## config.mk

```make
export PLATFORM = sky130hd
export DESIGN_NAME = ma_univ_reg
export DESIGN_NICKNAME = d
export VERILOG_FILES = /design/src/rtl/ma_univ_reg_pkg.sv /design/src/rtl/ma_univ_next.sv /design/src/rtl/ma_univ_reg.sv
export SDC_FILE = /design/constraint.sdc
export NUM_CORES = 1
export LEC_CHECK = 0
export ABC_AREA = 1
export BUFFER_PORTS_ARGS = -buffer_cell sky130_fd_sc_hd__clkbuf_2
export CORE_UTILIZATION = 30
export CTS_BUF_LIST = sky130_fd_sc_hd__clkbuf_8
export CTS_CLUSTER_DIAMETER = 40
export CTS_CLUSTER_SIZE = 8
export DETAILED_ROUTE_END_ITERATION = 12
export GPL_ROUTABILITY_DRIVEN = 0
export GPL_TIMING_DRIVEN = 0
export SLEW_MARGIN = 40
export SYNTH_ARGS = -nofsm -noshare
export SYNTH_HDL_FRONTEND = slang
export SYNTH_SLANG_ARGS = --single-unit
export TNS_END_PERCENT = 20
```

## constraint.sdc

```tcl
create_clock -name clk -period 1.87 [get_ports clk]
set_clock_uncertainty 0.1 [all_clocks]
set_input_delay 0.2805 -clock clk [delete_from_list [all_inputs] [get_ports clk]]
set_output_delay 0.2805 -clock clk [all_outputs]
set_load 0.01 [all_outputs]
```

## src/rtl/ma_univ_reg_pkg.sv

```systemverilog
// Shared definitions for the universal register: operation mode encodings
// reused by the register itself and by future datapath control blocks.
package ma_univ_reg_pkg;

   localparam logic [2:0] MODE_HOLD = 3'b000;
   localparam logic [2:0] MODE_INC  = 3'b001;
   localparam logic [2:0] MODE_DEC  = 3'b010;
   localparam logic [2:0] MODE_SHL  = 3'b011;
   localparam logic [2:0] MODE_SHR  = 3'b100;
   localparam logic [2:0] MODE_ROTL = 3'b101;
   localparam logic [2:0] MODE_ROTR = 3'b110;
   localparam logic [2:0] MODE_RSVD = 3'b111;

endpackage : ma_univ_reg_pkg

```

## src/rtl/ma_univ_next.sv

```systemverilog
// Combinational next-value and flag logic for the universal register.
// Given the current contents and the selected mode, produces the value the
// register takes when enabled, plus the carry/borrow and serial-out flags.
module ma_univ_next
   import ma_univ_reg_pkg::*;
#(
   parameter int WIDTH = 4,
   parameter int SAT   = 0
) (
   input  logic [WIDTH-1:0] qa,
   input  logic [2:0]       mode,
   input  logic             sin,
   output logic [WIDTH-1:0] nxt_q,
   output logic             nxt_cout,
   output logic             nxt_sout
);

   localparam bit          SAT_EN = (SAT != 0);
   localparam logic [WIDTH:0] ONE = {{WIDTH{1'b0}}, 1'b1};

   // One extra bit on each side: bit WIDTH is the carry (inc) or borrow (dec).
   logic [WIDTH:0] sum;
   logic [WIDTH:0] diff;

   assign sum  = {1'b0, qa} + ONE;
   assign diff = {1'b0, qa} - ONE;

   // Mode decode: arithmetic wraps or clamps, shifts report the exiting bit.
   always_comb begin
      nxt_q    = qa;
      nxt_cout = 1'b0;
      nxt_sout = 1'b0;
      case (mode)
         MODE_INC: begin
            nxt_cout = sum[WIDTH];
            nxt_q    = (SAT_EN && sum[WIDTH]) ? {WIDTH{1'b1}} : sum[WIDTH-1:0];
         end
         MODE_DEC: begin
            nxt_cout = diff[WIDTH];
            nxt_q    = (SAT_EN && diff[WIDTH]) ? {WIDTH{1'b0}} : diff[WIDTH-1:0];
         end
         MODE_SHL: begin
            nxt_q    = {qa[WIDTH-2:0], sin};
            nxt_sout = qa[WIDTH-1];
         end
         MODE_SHR: begin
            nxt_q    = {sin, qa[WIDTH-1:1]};
            nxt_sout = qa[0];
         end
         MODE_ROTL: begin
            nxt_q    = {qa[WIDTH-2:0], qa[WIDTH-1]};
            nxt_sout = qa[WIDTH-1];
         end
         MODE_ROTR: begin
            nxt_q    = {qa[0], qa[WIDTH-1:1]};
            nxt_sout = qa[0];
         end
         default: begin
            // hold and the reserved encoding leave the contents untouched
            nxt_q    = qa;
         end
      endcase
   end

endmodule : ma_univ_next

```

## src/rtl/ma_univ_reg.sv

```systemverilog
// Universal register: parallel load, count up/down (wrapping or saturating),
// shift and rotate, with registered carry/borrow and serial-out flags.
// Priority per edge is load, then enabled mode operation, then hold.
// All outputs come straight from flops; an asynchronous clear forces the
// reset value and zero flags at any time.
module ma_univ_reg
   import ma_univ_reg_pkg::*;
#(
   parameter int          WIDTH     = 4,
   parameter int unsigned RESET_VAL = 0,
   parameter int          SAT       = 0
) (
   input  logic             clk,
   input  logic             clr,
   input  logic             ld,
   input  logic             en,
   input  logic [2:0]       mode,
   input  logic [WIDTH-1:0] da,
   input  logic             sin,
   output logic [WIDTH-1:0] qa,
   output logic             cout,
   output logic             sout
);

   // Reset value truncated to the register width.
   localparam logic [WIDTH-1:0] RST_Q = WIDTH'(RESET_VAL);

   logic [WIDTH-1:0] qa_q, qa_d;
   logic             cout_q, cout_d;
   logic             sout_q, sout_d;

   logic [WIDTH-1:0] nxt_q;
   logic             nxt_cout;
   logic             nxt_sout;

   ma_univ_next #(
      .WIDTH (WIDTH),
      .SAT   (SAT)
   ) u_next (
      .qa       (qa_q),
      .mode     (mode),
      .sin      (sin),
      .nxt_q    (nxt_q),
      .nxt_cout (nxt_cout),
      .nxt_sout (nxt_sout)
   );

   // Load beats enable; flags are event pulses and drop to 0 unless the mode
   // operation itself raises them.
   always_comb begin
      qa_d   = qa_q;
      cout_d = 1'b0;
      sout_d = 1'b0;
      if (ld) begin
         qa_d = da;
      end else if (en) begin
         qa_d   = nxt_q;
         cout_d = nxt_cout;
         sout_d = nxt_sout;
      end
   end

   // Register bank with asynchronous clear.
   always_ff @(posedge clk or posedge clr) begin
      if (clr) begin
         qa_q   <= RST_Q;
         cout_q <= 1'b0;
         sout_q <= 1'b0;
      end else begin
         qa_q   <= qa_d;
         cout_q <= cout_d;
         sout_q <= sout_d;
      end
   end

   assign qa   = qa_q;
   assign cout = cout_q;
   assign sout = sout_q;

endmodule : ma_univ_reg

```

==> results of run 1 <==
[flip-flops by register name (all words and copies together), names as in the netlist]
signal and cells:
cout 1, sout 1, qa 4
[logic make-up after synthesis]
kind of cell    count (synthesis)  synth area share [%]
compound gates                 10                 10.19
fa+ha+maj                       2                 3.846
buf+inv                        17                 11.35
simple gates                   72                 51.54
flops                           6                 23.08
[routing by layer]
metal,routed length (um),part of all wire (%)
met1,759,49
met2,701,45
met3,99,6.3
met4,0,0
met5,0,0
[synth_stat cells]
cell type / count / share of area, %
sky130_fd_sc_hd__o21ai_0: 2 / 1.5
sky130_fd_sc_hd__a21oi_1: 7 / 5.4
sky130_fd_sc_hd__dfrtp_1: 6 / 23
sky130_fd_sc_hd__nand2_1: 30 / 17
sky130_fd_sc_hd__inv_1: 12 / 6.9
sky130_fd_sc_hd__nand3_2: 3 / 4.6
sky130_fd_sc_hd__inv_2: 2 / 1.2
sky130_fd_sc_hd__nand3_1: 13 / 10
sky130_fd_sc_hd__a31oi_4: 1 / 3.3
sky130_fd_sc_hd__ha_1: 2 / 3.8
sky130_fd_sc_hd__nand2_2: 2 / 1.9
sky130_fd_sc_hd__nor2_1: 18 / 10
sky130_fd_sc_hd__buf_2: 2 / 1.5
sky130_fd_sc_hd__nand4_1: 4 / 3.8
sky130_fd_sc_hd__buf_6: 1 / 1.7
sky130_fd_sc_hd__nor2_4: 2 / 3.5
[final cells by class]
| type | instances | area [um2] |
|---|---|---|
| Multi-Input combinational cell | 84 | 426.7 |
| Sequential cell | 6 | 150.1 |
| Fill cell | 230 | 1186 |
| Inverter | 14 | 52.55 |
| Tap cell | 27 | 33.78 |
| Timing Repair Buffer | 17 | 90.09 |
| Clock buffer | 3 | 41.29 |
| Buffer | 3 | 21.27 |
[through the flow]
step	std cells	utilization (%)	hold WS, ns
6_report	154	40.75	0.2523
5_1_grt	154	40.75	0.2648
3_3_place_gp	150	38.19	0.07612
3_5_place_dp	150	38.19	0.08068
4_1_cts	154	40.75	0.2509
2_1_floorplan	107	-	-0.02854
[where the power goes]
| part | switching (uW) | internal (uW) |
|---|---|---|
| Sequential | 21.4 | 147 |
| Clock | 53.2 | 138 |
| Combinational | 140 | 86.1 |
| Total | 214 | 371 |
[worst paths after layout]
| kind | from | end | slack, ns |
|---|---|---|---|
| worst max-delay path | qa[0] | qa[1] | 0.24 |
| worst min-delay path | en | cout | 0.25 |
| worst max register to register | qa[0] | qa[1] | 0.24 |
| worst min register to register | qa[1] | qa[1] | 0.55 |
| max in group asynchronous | clr | sout | 1.07 |
| min in group asynchronous | clr | qa[2] | 0.41 |
[worst max-delay path, delay by kind of cell, from the launching register on]
family / cells / cell delay, ns
DFF: 1 / 0.49
and+or+nand+nor: 6 / 0.41
buffers and inverters: 2 / 0.19
adders and majority gates: 1 / 0.33
==> reports/results.ini, run 1 <==
[detailed_routing]
routedWlPerCell_um=10.13
routed_wirelength_um=1560
detail-route-antenna-nets=0
route.detailed.drc=0
drtIter0Drc=26
route.detailed.vias_per_inst=4.695
first_pass_iters=4
dr_total_vias=723

[timing]
timing.final.crit_period_ns=1.633
rsz0062_at_grt=false
ratio_of_final_minimum_period_to_clock_period_pct=87.32
fmax_ghz=0.6124
final-hold-violation-count=0
finalMaxSlewViolations=0
slew_headroom_pct=80.90
final.setup.tns_ns=0
timing.final.setup_violations=0
final_critical_path_setup_slack_ns=0.2371
transition_at_the_pin_with_the_smallest_max_transition_slack_ns=0.2865

[clock_tree]
tritoncts.num_buffers=3
cts_post_setup_buffers_inserted=0
post_cts_resized=0
cts.reportedPaths.clkPinSlew_ns=0.04
post_cts_hold_buffer_count=1
cts_max_path_buffers=2
cts_num_sinks=6
cts.root.buffer_cell=sky130_fd_sc_hd__clkbuf_8
cts_htree_levels=1
clock_latency_ns=0.22
tritoncts=yes

[power_and_ir_drop]
power_per_cell_area_mw_per_mm2=717.3
power_leakage_uw=0.0004381
power_total_uw=585.2
peakVddDrop_v=0.0004868

[setup_path]
cp_cell_sequence=inv_1, ha_1, inv_1, nand2_1, nand2_1, nor2_1, nand3_1, nand2_1, nand2_1
end_kind=register
critPathSlowestCell=sky130_fd_sc_hd__dfrtp_1
worstPathArrival_ns=1.64
crit_path_max_fanout=9
max_stage_delay_ns=0.49
critPathLaunchType=register
worstRegToRegCells=9
cp.required_ns=1.88
critical-path-top-cell-by-count=sky130_fd_sc_hd__nand2_1
crit_type=reg2reg

[layout]
drive_above_1_share_pct=25.20
area_growth_pct=25.38
num-nets-final=143
layout_commonest_cell=sky130_fd_sc_hd__nand2_1
antenna_cells=0
layout_common_cells=30 x sky130_fd_sc_hd__nand2_1, 18 x sky130_fd_sc_hd__nor2_1, 16 x sky130_fd_sc_hd__clkbuf_2, 13 x sky130_fd_sc_hd__nand3_1, 12 x sky130_fd_sc_hd__inv_1
final_design_area_no_fill_um2=815.8

[placed_design]
portBuffers=16
placement.cell_area_um2=764.5
pre_cts_ws_ns=0.2431
place.detailed.hpwl_um=1219

[synthesis]
synth_cell_type_count=16
synth_area_per_cell_um2=6.081
seq_area_frac_synth_pct=23.08
ys_warns=0
syn_nets=121
postSynthRegisterBits=6
syn_area_um2=650.6
synth_cells=107

[global_route]
wire_length_of_the_first_global_routing_pass_um=2594
grt_max_degree=10
grtUsageMet2_pct=20.89
first_global_vias=598
antenna_found_initial=0
globalRouteOverflowTotal=0
grt_busiest_layer=met2
grt_use_met3_pct=5.031
grt_use_total_pct=14.11
grtUsageMet1_pct=20.19

[status]
status=finished, final reports clean

[floorplanning]
die-height_um=48.57
rows=16
effective_utilization_at_floorplan_pct=32.50
ios=18
die_w_um=48.57
coreArea_mm2=0.002002
dieArea_mm2=0.002359

[flow_run]
cap_violations=0

[hold_path]
holdCritPathClass=in2reg
worst_hold_depth=3

Power figures use the tool's default switching activity.
==> inputs of run 2 (changes only) <==
--- a/config.mk
+++ b/config.mk
@@ -7,6 +7,7 @@
 export LEC_CHECK = 0
 export ABC_AREA = 1
 export BUFFER_PORTS_ARGS = -buffer_cell sky130_fd_sc_hd__clkbuf_2
+export CORE_ASPECT_RATIO = 1.2
 export CORE_UTILIZATION = 30
 export CTS_BUF_LIST = sky130_fd_sc_hd__clkbuf_8
 export CTS_CLUSTER_DIAMETER = 40
==> run 2 against run 1 <==
Effect of this change: via count increased by 0.97%; non-clock buffer count did not move; combinational power is essentially flat; final cell count rose by 1.9%; clock-buffer cell count is the same; worst setup slack lost 0.0017 ns; hold slack gained 0.010 ns; core utilization decreased by 0.76 points; critical endpoint is now qa[2].
==> reports/results.ini, run 2 (same netlist as run 1, synthesis figures left out) <==
[clock_tree]
post_cts_hold_buffer_count=1  ; unchanged
post_cts_resized=0  ; unchanged
cts_htree_levels=1  ; unchanged
tritoncts=yes  ; unchanged
cts_post_setup_buffers_inserted=0  ; unchanged
clock_latency_ns=0.21  ; was 0.22 ns
cts.reportedPaths.clkPinSlew_ns=0.03  ; was 0.04 ns
cts_max_path_buffers=2  ; unchanged
tritoncts.num_buffers=3  ; unchanged
cts.root.buffer_cell=sky130_fd_sc_hd__clkbuf_8  ; unchanged
cts_num_sinks=6  ; unchanged

[setup_path]
cp.required_ns=1.87  ; was 1.88 ns
cp_cell_sequence=inv_1, ha_1, nand2_1, nand2_1, nand2_1, nand2_1, nor2_1, nand3_1, nand2_1, nand2_1  ; was inv_1, ha_1, inv_1, nand2_1, nand2_1, nor2_1, nand3_1, nand2_1, nand2_1
end_kind=register  ; unchanged
critPathSlowestCell=sky130_fd_sc_hd__dfrtp_1  ; unchanged
critical-path-top-delay-family=flip-flops  ; unchanged
cp.buffers_inverters=1  ; was 2
worstPathArrival_ns=1.64  ; about the same
critical-path-top-cell-by-count=sky130_fd_sc_hd__nand2_1  ; unchanged
crit_type=reg2reg  ; unchanged
max_stage_delay_ns=0.53  ; was 0.49 ns
crit_path_max_fanout=9  ; unchanged
critPathLaunchType=register  ; unchanged

[placed_design]
numPlacedInstances=153  ; was 150
place.detailed.hpwl_um=1276  ; was 1219 um
pre_cts_ws_ns=0.2273  ; was 0.2431 ns
portBuffers=16  ; unchanged

[global_route]
grt_max_degree=10  ; unchanged
wire_length_of_the_first_global_routing_pass_um=2580  ; was 2594 um
antenna_found_initial=0  ; unchanged
first_global_vias=617  ; was 598
grt_use_total_pct=15.04  ; was 14.11%
globalRouteOverflowTotal=0  ; unchanged

[timing]
final_critical_path_setup_slack_ns=0.2354  ; was 0.2371 ns
timing.final.crit_period_ns=1.635  ; was 1.633 ns
final.setup.tns_ns=0  ; unchanged
finalMaxSlewViolations=0  ; unchanged
timing.final.setup_violations=0  ; unchanged
rsz0062_at_grt=false  ; unchanged
slew_headroom_pct=77.47  ; was 80.90%
transition_at_the_pin_with_the_smallest_max_transition_slack_ns=0.3380  ; was 0.2865 ns
final-hold-violation-count=0  ; unchanged
ratio_of_final_minimum_period_to_clock_period_pct=87.41  ; was 87.32%
fmax_ghz=0.6118  ; was 0.6124 GHz

[layout]
fillerInstances=232  ; was 230
antenna_cells=0  ; unchanged
layout_common_cells=30 x sky130_fd_sc_hd__nand2_1, 18 x sky130_fd_sc_hd__nor2_1, 16 x sky130_fd_sc_hd__clkbuf_2, 13 x sky130_fd_sc_hd__nand3_1, 12 x sky130_fd_sc_hd__inv_1  ; unchanged
ff_latch_area_um2=150.1  ; unchanged
largest_register_ffs=4  ; unchanged
multi_input_area_um2=426.7  ; unchanged
finalNonFillerCells=157  ; was 154
layout_commonest_cell=sky130_fd_sc_hd__nand2_1  ; unchanged
num-nets-final=143  ; unchanged
drive_above_1_share_pct=25.20  ; unchanged
area_growth_pct=25.96  ; was 25.38%

[detailed_routing]
dr_wl_met3_um=48  ; was 99 um
wl_met2_um=844  ; was 701 um
detail-route-antenna-nets=0  ; unchanged
top_layer_used=met3  ; unchanged
first_pass_iters=5  ; was 4
route.layer.met1.wl_um=739  ; was 759 um
route.detailed.drc=0  ; unchanged
routedWlPerCell_um=10.39  ; was 10.13 um
routed_wirelength_um=1632  ; was 1560 um
dr_total_vias=730  ; was 723
route.detailed.vias_per_inst=4.650  ; was 4.695
drtIter0Drc=13  ; was 26

[power_and_ir_drop]
power_per_cell_area_mw_per_mm2=713.4  ; was 717.3 mW/mm2
power_leakage_uw=0.0004381  ; unchanged
peakVddDrop_v=0.0002867  ; was 0.0004868 V

[floorplanning]
effective_utilization_at_floorplan_pct=31.75  ; was 32.50%
die-height_um=53.02  ; was 48.57 um
ios=18  ; unchanged
die_w_um=44.51  ; was 48.57 um
dieArea_mm2=0.002360  ; was 0.002359 mm2
coreArea_mm2=0.002049  ; was 0.002002 mm2
rows=18  ; was 16

[status]
status=finished, final reports clean  ; unchanged

[hold_path]
holdCritPathClass=in2reg  ; unchanged

[flow_run]
cap_violations=0  ; unchanged

[run 2: area by class of cell]
cell class | count | share of cell area, %
Inverter | 14 | 6.412
Sequential cell | 6 | 18.32
Tap cell | 30 | 4.580
Clock buffer | 3 | 5.038
Multi-Input combinational cell | 84 | 52.06
Timing Repair Buffer | 17 | 10.99
Buffer | 3 | 2.595
[run 2: final timing paths]
kind                            startpoint    end  slack, ns  cells after the start
worst min register to register       qa[1]  qa[1]       0.57                      2
worst min-delay path                    en   sout       0.26                      3
max in group asynchronous              clr  qa[2]       1.07                      3
worst max register to register       qa[0]  qa[2]       0.24                     10
min in group asynchronous              clr  qa[1]       0.41                      3
worst max-delay path                 qa[0]  qa[2]       0.24                     10
[run 2: power by group]
part	leakage, uW	switching [uW]	total [uW]	internal (uW)
registers	0.0000751	25.3	172	147
clock network	0.0000216	46.7	184	137
logic	0.000341	143	229	85.7
total	0.000438	215	585	370
[run 2: per-layer routing]
layer  up-vias  track usage (%)
met5         -                0
met2        14            24.26
met4         0            7.071
met1       332            19.29
li1        384                -
met3         0            2.389
[run 2: worst min-delay path: stages]
cell,delay (ns)
sky130_fd_sc_hd__clkbuf_2,0.11
sky130_fd_sc_hd__nand2_1,0.09
sky130_fd_sc_hd__a21oi_1,0.05
[run 2: per-stage QoR]
stage / cell area [um2] / utilization [%] / total power, uW / hold slack [ns]
6_report: 819.5 / 39.99 / 584.7 / 0.2626
3_5_place_dp: 768.2 / 37.48 / 399.4 / 0.08395
5_1_grt: 819.5 / 39.99 / 635.8 / 0.2662
3_3_place_gp: 768.2 / 37.48 / 394.4 / 0.07336
2_1_floorplan: 650.6 / - / 326.0 / -0.02854
4_1_cts: 819.5 / 39.99 / 590.0 / 0.2595
